==> config.mk <==
export PLATFORM = sky130hd
export DESIGN_NAME = qspi_mem_arbiter
export DESIGN_NICKNAME = d
export VERILOG_FILES = /design/src/rtl/qspi_mem_arbiter.sv
export SDC_FILE = /design/constraint.sdc
export NUM_CORES = 1
export LEC_CHECK = 0
export BUFFER_PORTS_ARGS = -buffer_cell sky130_fd_sc_hd__clkbuf_2
export CAP_MARGIN = 20
export CORE_AREA = 2 2 204 206
export CTS_CLUSTER_DIAMETER = 150
export DETAILED_ROUTE_END_ITERATION = 10
export DIE_AREA = 0 0 206 208
export PLACE_DENSITY_LB_ADDON = 0.1
export SYNTH_ARGS = -nofsm -noshare
export SYNTH_HDL_FRONTEND = slang
export SYNTH_SLANG_ARGS = --single-unit
==> constraint.sdc <==
create_clock -name clk_i -period 3.75 [get_ports clk_i]
set_clock_uncertainty 0.2 [all_clocks]
set_input_delay 0.1875 -clock clk_i [delete_from_list [all_inputs] [get_ports clk_i]]
set_output_delay 0.1875 -clock clk_i [all_outputs]
set_load 0.02 [all_outputs]
==> src/rtl/qspi_mem_arbiter.sv <==
// Round-robin arbiter in front of the shared QSPI XIP memory controller.
// One transaction is in flight at a time. The granted request is registered
// onto the s_* port and a watchdog turns a stalled controller into a
// one-cycle error pulse back to the granted master.
module qspi_mem_arbiter #(
    parameter int unsigned NUM_REQ     = 6,
    parameter int unsigned ADR_W       = 24,
    parameter int unsigned TIMEOUT_CYC = 1023
) (
    input  logic                     clk_i,
    input  logic                     rst_in,
    input  logic [NUM_REQ-1:0]       en_i,
    input  logic [NUM_REQ-1:0]       m_stb_i,
    input  logic [NUM_REQ-1:0]       m_we_i,
    input  logic [NUM_REQ*ADR_W-1:0] m_adr_i,
    input  logic [NUM_REQ*32-1:0]    m_dat_i,
    input  logic [NUM_REQ*4-1:0]     m_sel_i,
    output logic [31:0]              m_dat_o,
    output logic [NUM_REQ-1:0]       m_ack_o,
    output logic [NUM_REQ-1:0]       m_err_o,
    output logic                     s_stb_o,
    output logic                     s_we_o,
    output logic [ADR_W-1:0]         s_adr_o,
    output logic [31:0]              s_dat_o,
    output logic [3:0]               s_sel_o,
    input  logic [31:0]              s_dat_i,
    input  logic                     s_ack_i,
    output logic [NUM_REQ-1:0]       gnt_o,
    output logic                     busy_o
);

    localparam int unsigned PTR_W = (NUM_REQ > 1) ? $clog2(NUM_REQ) : 1;
    localparam int unsigned CNT_W = $clog2(TIMEOUT_CYC + 1);

    localparam logic [0:0] ST_IDLE = 1'b0;
    localparam logic [0:0] ST_BUSY = 1'b1;

    localparam logic [CNT_W-1:0] CNT_LIMIT = CNT_W'(TIMEOUT_CYC);
    localparam logic [PTR_W-1:0] LAST_IDX  = PTR_W'(NUM_REQ - 1);

    logic [0:0]         state;
    logic [PTR_W-1:0]   ptr;
    logic [PTR_W-1:0]   gnt_idx;
    logic [NUM_REQ-1:0] gnt_q;
    logic [CNT_W-1:0]   cnt;

    logic [NUM_REQ-1:0] elig;
    logic               pick_vld;
    logic [PTR_W-1:0]   pick_idx;
    logic [PTR_W-1:0]   cand_idx;
    logic [31:0]        cand;

    logic               in_busy;
    logic               done_ack;
    logic               done_err;
    logic               done;

    assign elig     = m_stb_i & en_i;
    assign in_busy  = (state == ST_BUSY);
    // An ack in the same cycle the watchdog expires takes priority over the error.
    assign done_ack = in_busy && s_ack_i;
    assign done_err = in_busy && !s_ack_i && (cnt == CNT_LIMIT);
    assign done     = done_ack || done_err;

    assign m_ack_o  = done_ack ? gnt_q : '0;
    assign m_err_o  = done_err ? gnt_q : '0;
    assign m_dat_o  = s_dat_i;
    assign gnt_o    = gnt_q;
    assign busy_o   = in_busy;

    // Pick the first eligible requester at or above ptr, wrapping at NUM_REQ-1.
    always_comb begin
        pick_vld = 1'b0;
        pick_idx = '0;
        cand     = '0;
        cand_idx = '0;
        for (int unsigned i = 0; i < NUM_REQ; i++) begin
            cand = 32'(ptr) + i;
            if (cand >= NUM_REQ) begin
                cand = cand - NUM_REQ;
            end
            cand_idx = PTR_W'(cand);
            if (!pick_vld && elig[cand_idx]) begin
                pick_vld = 1'b1;
                pick_idx = cand_idx;
            end
        end
    end

    // Arbitration state, grant vector and round-robin pointer.
    always_ff @(posedge clk_i or negedge rst_in) begin
        if (!rst_in) begin
            state   <= ST_IDLE;
            gnt_q   <= '0;
            gnt_idx <= '0;
            ptr     <= '0;
            s_stb_o <= 1'b0;
        end else begin
            case (state)
                ST_IDLE: begin
                    if (pick_vld) begin
                        state   <= ST_BUSY;
                        gnt_q   <= NUM_REQ'(1) << pick_idx;
                        gnt_idx <= pick_idx;
                        s_stb_o <= 1'b1;
                    end
                end
                ST_BUSY: begin
                    if (done) begin
                        state   <= ST_IDLE;
                        gnt_q   <= '0;
                        s_stb_o <= 1'b0;
                        ptr     <= (gnt_idx == LAST_IDX) ? '0 : gnt_idx + 1'b1;
                    end
                end
                default: begin
                    state   <= ST_IDLE;
                    gnt_q   <= '0;
                    s_stb_o <= 1'b0;
                end
            endcase
        end
    end

    // Capture the winner's request fields; they are held for the whole transaction.
    always_ff @(posedge clk_i or negedge rst_in) begin
        if (!rst_in) begin
            s_we_o  <= 1'b0;
            s_adr_o <= '0;
            s_dat_o <= '0;
            s_sel_o <= '0;
        end else if (state == ST_IDLE && pick_vld) begin
            s_we_o  <= m_we_i[pick_idx];
            s_adr_o <= m_adr_i[pick_idx*ADR_W +: ADR_W];
            s_dat_o <= m_dat_i[pick_idx*32 +: 32];
            s_sel_o <= m_sel_i[pick_idx*4 +: 4];
        end
    end

    // Watchdog: cleared on grant, counts BUSY cycles, saturates at the limit.
    always_ff @(posedge clk_i or negedge rst_in) begin
        if (!rst_in) begin
            cnt <= '0;
        end else if (state == ST_IDLE) begin
            cnt <= '0;
        end else if (!done && cnt != CNT_LIMIT) begin
            cnt <= cnt + 1'b1;
        end
    end

endmodule

==> metrics.md, run 1 <==
| Metric | Value |
|---|---|
| Max Slew Vio Count | 0 |
| Row cnt | 74 |
| Fmax | 269 MHz |
| Top Layer Used | met4 |
| Vias in the first global route | 8680 |
| Endpoint, Worst Hold | s_dat_o[16] |
| Die X | 206 microns |
| Hold Crit Depth | 3 |
| Critical path startpoint category | flop |
| Syn-to-layout area delta | 65.8% |
| Synth Net Count | 1239 |
| Max Cap Viol | 0 |
| Setup ws final | 0.0329 ns |
| Top-count cell post-synth | mux2i_1 |
| Mapped Cells | 817 |
| Die ar. | 42800 sq um |
| Yosys reg bits | 85 |
| Worst Path Arrival | 3.77 ns |
| Status | finished clean |
| Worst setup EP type | flop |
| I/O Pins | 526 |
| Placed cell areas | 10700 sq um |
| Metal-1 WL | 14700 microns |
| Pre-CTS setup slack | -0.0813 ns |
| Least-Margin Pin Slew | 1.03 ns |
| Worst-path clk slew | 0.07 ns |
| Reg2Reg Depth | 14 |
| Yosys warns | 0 |
| Final setup fails | 0 |
| Total wire length | 34800 microns |
| Initial antenna violation count | 1 |
| Core Area | 40600 sq um |
| Syn_area_per_cell | 9.18 sq um |
| Cell taking the most area after synthesis | dfrtp_1 |
| CTS buffer count | 9 |
| GRT overflow | 0 |
| Clock buffer depth | 2 |
| Met2 Wirelength | 18200 microns |
| Antenna viol nets, final | 0 |
| Ranking of synthesized cells by area | dfrtp_1, mux2i_1, a211oi_1 |
| Clock tree sinks | 85 |
| Synth Flop Type | dfrtp_1 |
| N_diodes | 0 |
| CP required | 3.80 ns |
| Largest net degree at the start of global routing | 77 |
| Via Count | 8274 |
| DR DRC count | 0 |
| Worst Setup Path Type | reg -> reg |
| Post-synth ARST share | 1.00 |
| Placer congestion estimate | 0.802 |
| Design area | 12400 sq um |
| Router iterations before antenna repair | 4 |
| Die extent in y | 208 microns |
| Met3 wire len | 1500 microns |
| Post-DP HPWL | 26500 microns |
| Total track usage | 0.151 |
| Final hold vios | 0 |
| Hold Crit Class | in -> reg |
| Max_slew headroom | 0.306 |
| Hold_sp | m_dat_i[112] |
| Avg WL per Cell | 18.5 microns |
| Minimum clock period | 3.72 ns |
| Initial drt markers | 309 |
| Reg-to-Reg End | s_dat_o[27] |
| Tcrit/Tclk final | 0.991 |
| Clock root cell | clkbuf_16 |
| Top cell type's share of synthesized area | 0.284 |
| Share of post-route cells with drive strength above 1 | 0.504 |
| Worst r2r src | ptr[0] |
| RSZ-0062 raised after global routing | true |
| First-pass GRT wire length | 49800 microns |
| TritonCTS clock tree | done |
| Top post-synthesis cells by count | mux2i_1, nand2_1, dfrtp_1 |
| Number of flops mapped to enable cells by yosys | 0 |
| Reg2Reg Setup Slack | 0.03 ns |
| Clock latency on the worst-skew pair | 0.36 ns |
| Sequential fraction of the synthesis area | 0.284 |
| Post-synthesis cell type count | 59 |
| # H-tree levels | 3 |
| Fin nets | 1767 |
| Syn Std Cell Area | 7500 sq um |
| Via/cell ratio | 4.40 |
| Initial Utilization | 0.185 |
| IO buf count | 461 |
| CP max FO | 6 |
## layer usage
metal  GRT usage  vias to the layer above
met4      0.0330                        0
met2       0.279                      255
met1       0.180                     3891
met5           0                        -
li1            -                     4105
met3      0.0265                       23
## flip-flops by register name (all words and copies together) (netlist names)
signal and count:
cnt 10, s_sel_o 4, s_dat_o 32, busy_o 1, gnt_idx 3, s_stb_o 1, s_adr_o 24, ptr 3
gnt_o 6, s_we_o 1
## critical path, cell delays in order (launching register included)
cell and delay [ns]:
dfrtp_2 0.46, buf_12 0.16, ha_4 0.15, or3_1 0.35
mux2_4 0.27, or2_4 0.27, and3_4 0.18, a221o_1 0.35
a31oi_4 0.17, buf_12 0.17, buf_12 0.16, buf_16 0.14
mux2i_1 0.07, a22o_1 0.22, o31ai_1 0.26
## cells in the final DEF (no fill, tap or decap), types with 3 or more instances in the layout
cell type and instances:
a211oi_1 62, a211oi_2 15, a21oi_1 4, a22o_1 61
a32o_1 5, and2_1 6, and3_1 8, buf_12 18
buf_16 5, buf_4 65, buf_6 9, buf_8 3
clkbuf_16 17, clkbuf_2 460, clkinvlp_4 3, dfrtp_1 83
dlygate4sd3_1 51, ha_1 3, ha_4 5, inv_1 9
mux2_2 3, mux2i_1 116, mux2i_2 9, nand2_1 86
nand3_1 10, nand3_2 3, nand3b_1 7, nand4_1 6
nor2_1 19, nor2b_1 61, o21ai_0 6, o31ai_1 37
o31ai_2 25, xor2_1 10
## cells by family after synthesis
logic type,count (synthesis),synth area share
AOI/OAI and AO/OA,245,0.274
adders and majority gates,9,0.0150
buffers and inverters,114,0.0852
DFF,85,0.284
muxes,131,0.177
xor gates and xnor gates,14,0.0173
and+or+nand+nor,219,0.148
## how the worst max path moves through the flow
| stage | slack, ns | start | cells after the start | end |
|---|---|---|---|---|
| final | 0.03 | ptr[0] | 14 | s_dat_o[27] |
| after global routing | -0.11 | ptr[0] | 12 | s_dat_o[14] |
| after CTS | -0.03 | ptr[1] | 14 | s_dat_o[8] |
| after detailed placement | -0.08 | ptr[0] | 13 | s_adr_o[20] |
| after global placement | -0.08 | ptr[0] | 13 | s_adr_o[20] |
| after floorplan | 0.03 | ptr[0] | 15 | s_adr_o[0] |
## through the flow
stage,utilization,TNS (ns),hold WS [ns],instances
global route,0.307,-1.59,0.0215,1882
CTS,0.290,-0.0685,0.00355,1859
floorplan,-,0,-0.308,817
finish,0.307,0,0.0203,1882
detailed placement,0.263,-0.158,0.175,1779
global placement,0.263,-0.133,0.175,1779
## repair_timing
action | 4_1_cts | 5_1_grt
hold buffers | 51 | 0
endpoints found under the setup margin | 16 | 64
pin swaps | 26 | 28
buffers inserted | 11 | 15
cloned | 2 | 8
resized for setup | 30 | 72
endpoints found under the hold margin | 109 | 0
## final cells by class
type,instances,area [sq um]
Tap cell,532,666
Inverter,12,51.3
Clock buffer,9,225
Sequential cell,85,2130
Multi-Input combinational cell,618,5130
Clock inverter,7,90.1
Fill cell,4418,28100
Timing Repair Buffer,619,4150
Power of run 1 is not shown: default switching activity piles up to over one toggle a cycle in this logic, so the estimate is an artifact.
==> run 2, diff against run 1 <==
SETUP_SLACK_MARGIN = 0.1   (was default)
==> run 2 against run 1 <==
Effect of this change:
- the flow now finishes with violations (negative hold slack)
- critical path depth grew 1
- utilization increased by 2.1 points
- non-clock buffer count grew 21
- first-iteration DRC count down 7.8%
- setup slack lost 0.019 ns
- register-to-register slack lost 0.02 ns
- fmax decreased by 0.50%
- via count grew 2.0%
- critical path type unchanged
- highest routed layer unchanged
==> metrics.md, run 2 (same netlist as run 1, synthesis figures left out) <==
| Metric | Value |
|---|---|
| Die ar. | 42800 sq um |
| GRT overflow | 0 |
| Clock buffer depth | 2 |
| Max Slew Vio Count | 0 |
| Total wire length | 37100 microns |
| RSZ-0062 raised after global routing | true |
| Initial drt markers | 285 |
| Minimum clock period | 3.74 ns |
| Via Count | 8438 |
| Avg WL per Cell | 19.5 microns |
| N_diodes | 0 |
| IO buf count | 461 |
| Worst Setup Path Type | reg -> reg |
| Max_slew headroom | 0.621 |
| # H-tree levels | 3 |
| Worst-path clk slew | 0.07 ns |
| Top Registers | s_dat_o: 32 flops, s_adr_o: 24 flops, cnt: 10 flops |
| Failing checks | negative hold slack |
| Largest net degree at the start of global routing | 70 |
| Most frequent cells in the layout | clkbuf_2, mux2i_1, nand2_1 |
| Max Cap Viol | 0 |
| Status | finished with violations |
| Most common cell after layout, fill and taps aside | clkbuf_2 |
| Final hold vios | 1 |
| Total track usage | 0.164 |
| CP max FO | 19 |
| Core Area | 40600 sq um |
| I/O Pins | 526 |
| Filler Cell Count | 4348 |
| CP required | 3.77 ns |
| Worst setup EP type | flop |
| Via/cell ratio | 4.43 |
| Share of post-route cells with drive strength above 1 | 0.557 |
| Final setup fails | 0 |
| Flip-flop count of the largest register after layout | 32 |
| First-pass GRT wire length | 53300 microns |
| Initial antenna violation count | 0 |
| Hold Crit Class | in -> reg |
| Clock latency on the worst-skew pair | 0.35 ns |
| Initial Utilization | 0.185 |
| Router iterations before antenna repair | 4 |
| TritonCTS clock tree | done |
| Tcrit/Tclk final | 0.996 |
| Critical path startpoint category | flop |
| Worst hold slack | -0.00197 ns |
| Row cnt | 74 |
| Die extent in y | 208 microns |
| Worst Path Arrival | 3.76 ns |
| Clock root cell | clkbuf_16 |
| Post-DP HPWL | 27700 microns |
| DR DRC count | 0 |
| Top reg by flops | s_dat_o |
| Fin nets | 1788 |
| Least-Margin Pin Slew | 0.567 ns |
| CTS buffer count | 9 |
| Die X | 206 microns |
| Antenna viol nets, final | 0 |
| Syn-to-layout area delta | 77.2% |
| Placer congestion estimate | 0.820 |
| Clock tree sinks | 85 |
| Vias in the first global route | 8902 |
| Fmax | 268 MHz |
[run 2: changes by cell type in the layout (fill, tap and decap cells not counted), moves of 6 or more]
cell           change
buf_6             +13
a211oi_2          +18
o31ai_2            +7
buf_8             +13
clkbuf_16          -6
buf_16             +9
mux2i_1            -9
o31ai_1            -9
a211oi_1          -27
mux2i_2            +7
dlygate4sd3_1     -12
a211oi_4           +9
[run 2: per-stage QoR]
| step | instance area (sq um) | setup WS, ns | instances | utilization | setup TNS [ns] |
|---|---|---|---|---|---|
| after global placement | 10700 | -0.171 | 1786 | 0.263 | -0.541 |
| after floorplan | 7510 | 0.151 | 817 | - | 0 |
| after detailed placement | 10700 | -0.186 | 1786 | 0.263 | -0.743 |
| after CTS | 12600 | -0.0145 | 1883 | 0.310 | -0.0210 |
| after global routing | 13300 | -0.0840 | 1903 | 0.328 | -1.57 |
| final | 13300 | 0.0142 | 1903 | 0.328 | 0 |
[run 2: critical path, stage by stage, from the launching register on]
cell and delay, ns:
dfrtp_1 0.40, buf_6 0.14, ha_2 0.19, buf_8 0.15, a21oi_4 0.17, a211oi_2 0.07
o31ai_2 0.33, o311ai_4 0.19, buf_6 0.16, o311a_4 0.37, o22ai_4 0.21, buf_12 0.17
buf_16 0.18, mux2i_4 0.33, a22o_1 0.23, o31ai_2 0.07
[run 2: layout make-up]
type | count | area [sq um] | area share
Clock buffer | 9 | 225 | 0.0169
Tap cell | 532 | 666 | 0.0501
Multi-Input combinational cell | 618 | 5560 | 0.418
Clock inverter | 7 | 104 | 0.00781
Sequential cell | 85 | 2130 | 0.160
Timing Repair Buffer | 640 | 4570 | 0.344
Inverter | 12 | 45.0 | 0.00339
[run 2: final timing paths]
| path | start | end | slack, ns | depth (start not counted) |
|---|---|---|---|---|
| max reg2reg | ptr[1] | s_adr_o[21] | 0.01 | 15 |
| min in group asynchronous | rst_in | s_sel_o[2] | 0.03 | 2 |
| min reg2reg | s_dat_o[7] | s_dat_o[7] | 0.28 | 2 |
| min | m_dat_i[96] | s_dat_o[0] | -0.002 | 3 |
| max | ptr[1] | s_adr_o[21] | 0.01 | 15 |
| max in group asynchronous | rst_in | s_dat_o[6] | 2.43 | 4 |
[run 2: metal layers]
metal  track usage  vias up  routed length (microns)
met5             0        -                        0
met4        0.0498        0                      741
met3        0.0290       36                     1600
met2         0.286      260                    18800
met1         0.204     3996                    15900
li1              -     4146                        -
[run 2: timing repair]
item                                   in CTS  in global routing
setup endpoints to repair                  61                 66
endpoints found under the hold margin     105                  1
cloned                                     15                  3
resized for setup                          94                126
setup buffers                              28                 18
pin swaps                                  72                 78
hold buffers                               38                  1
Power of run 2 is left out for the same reason.
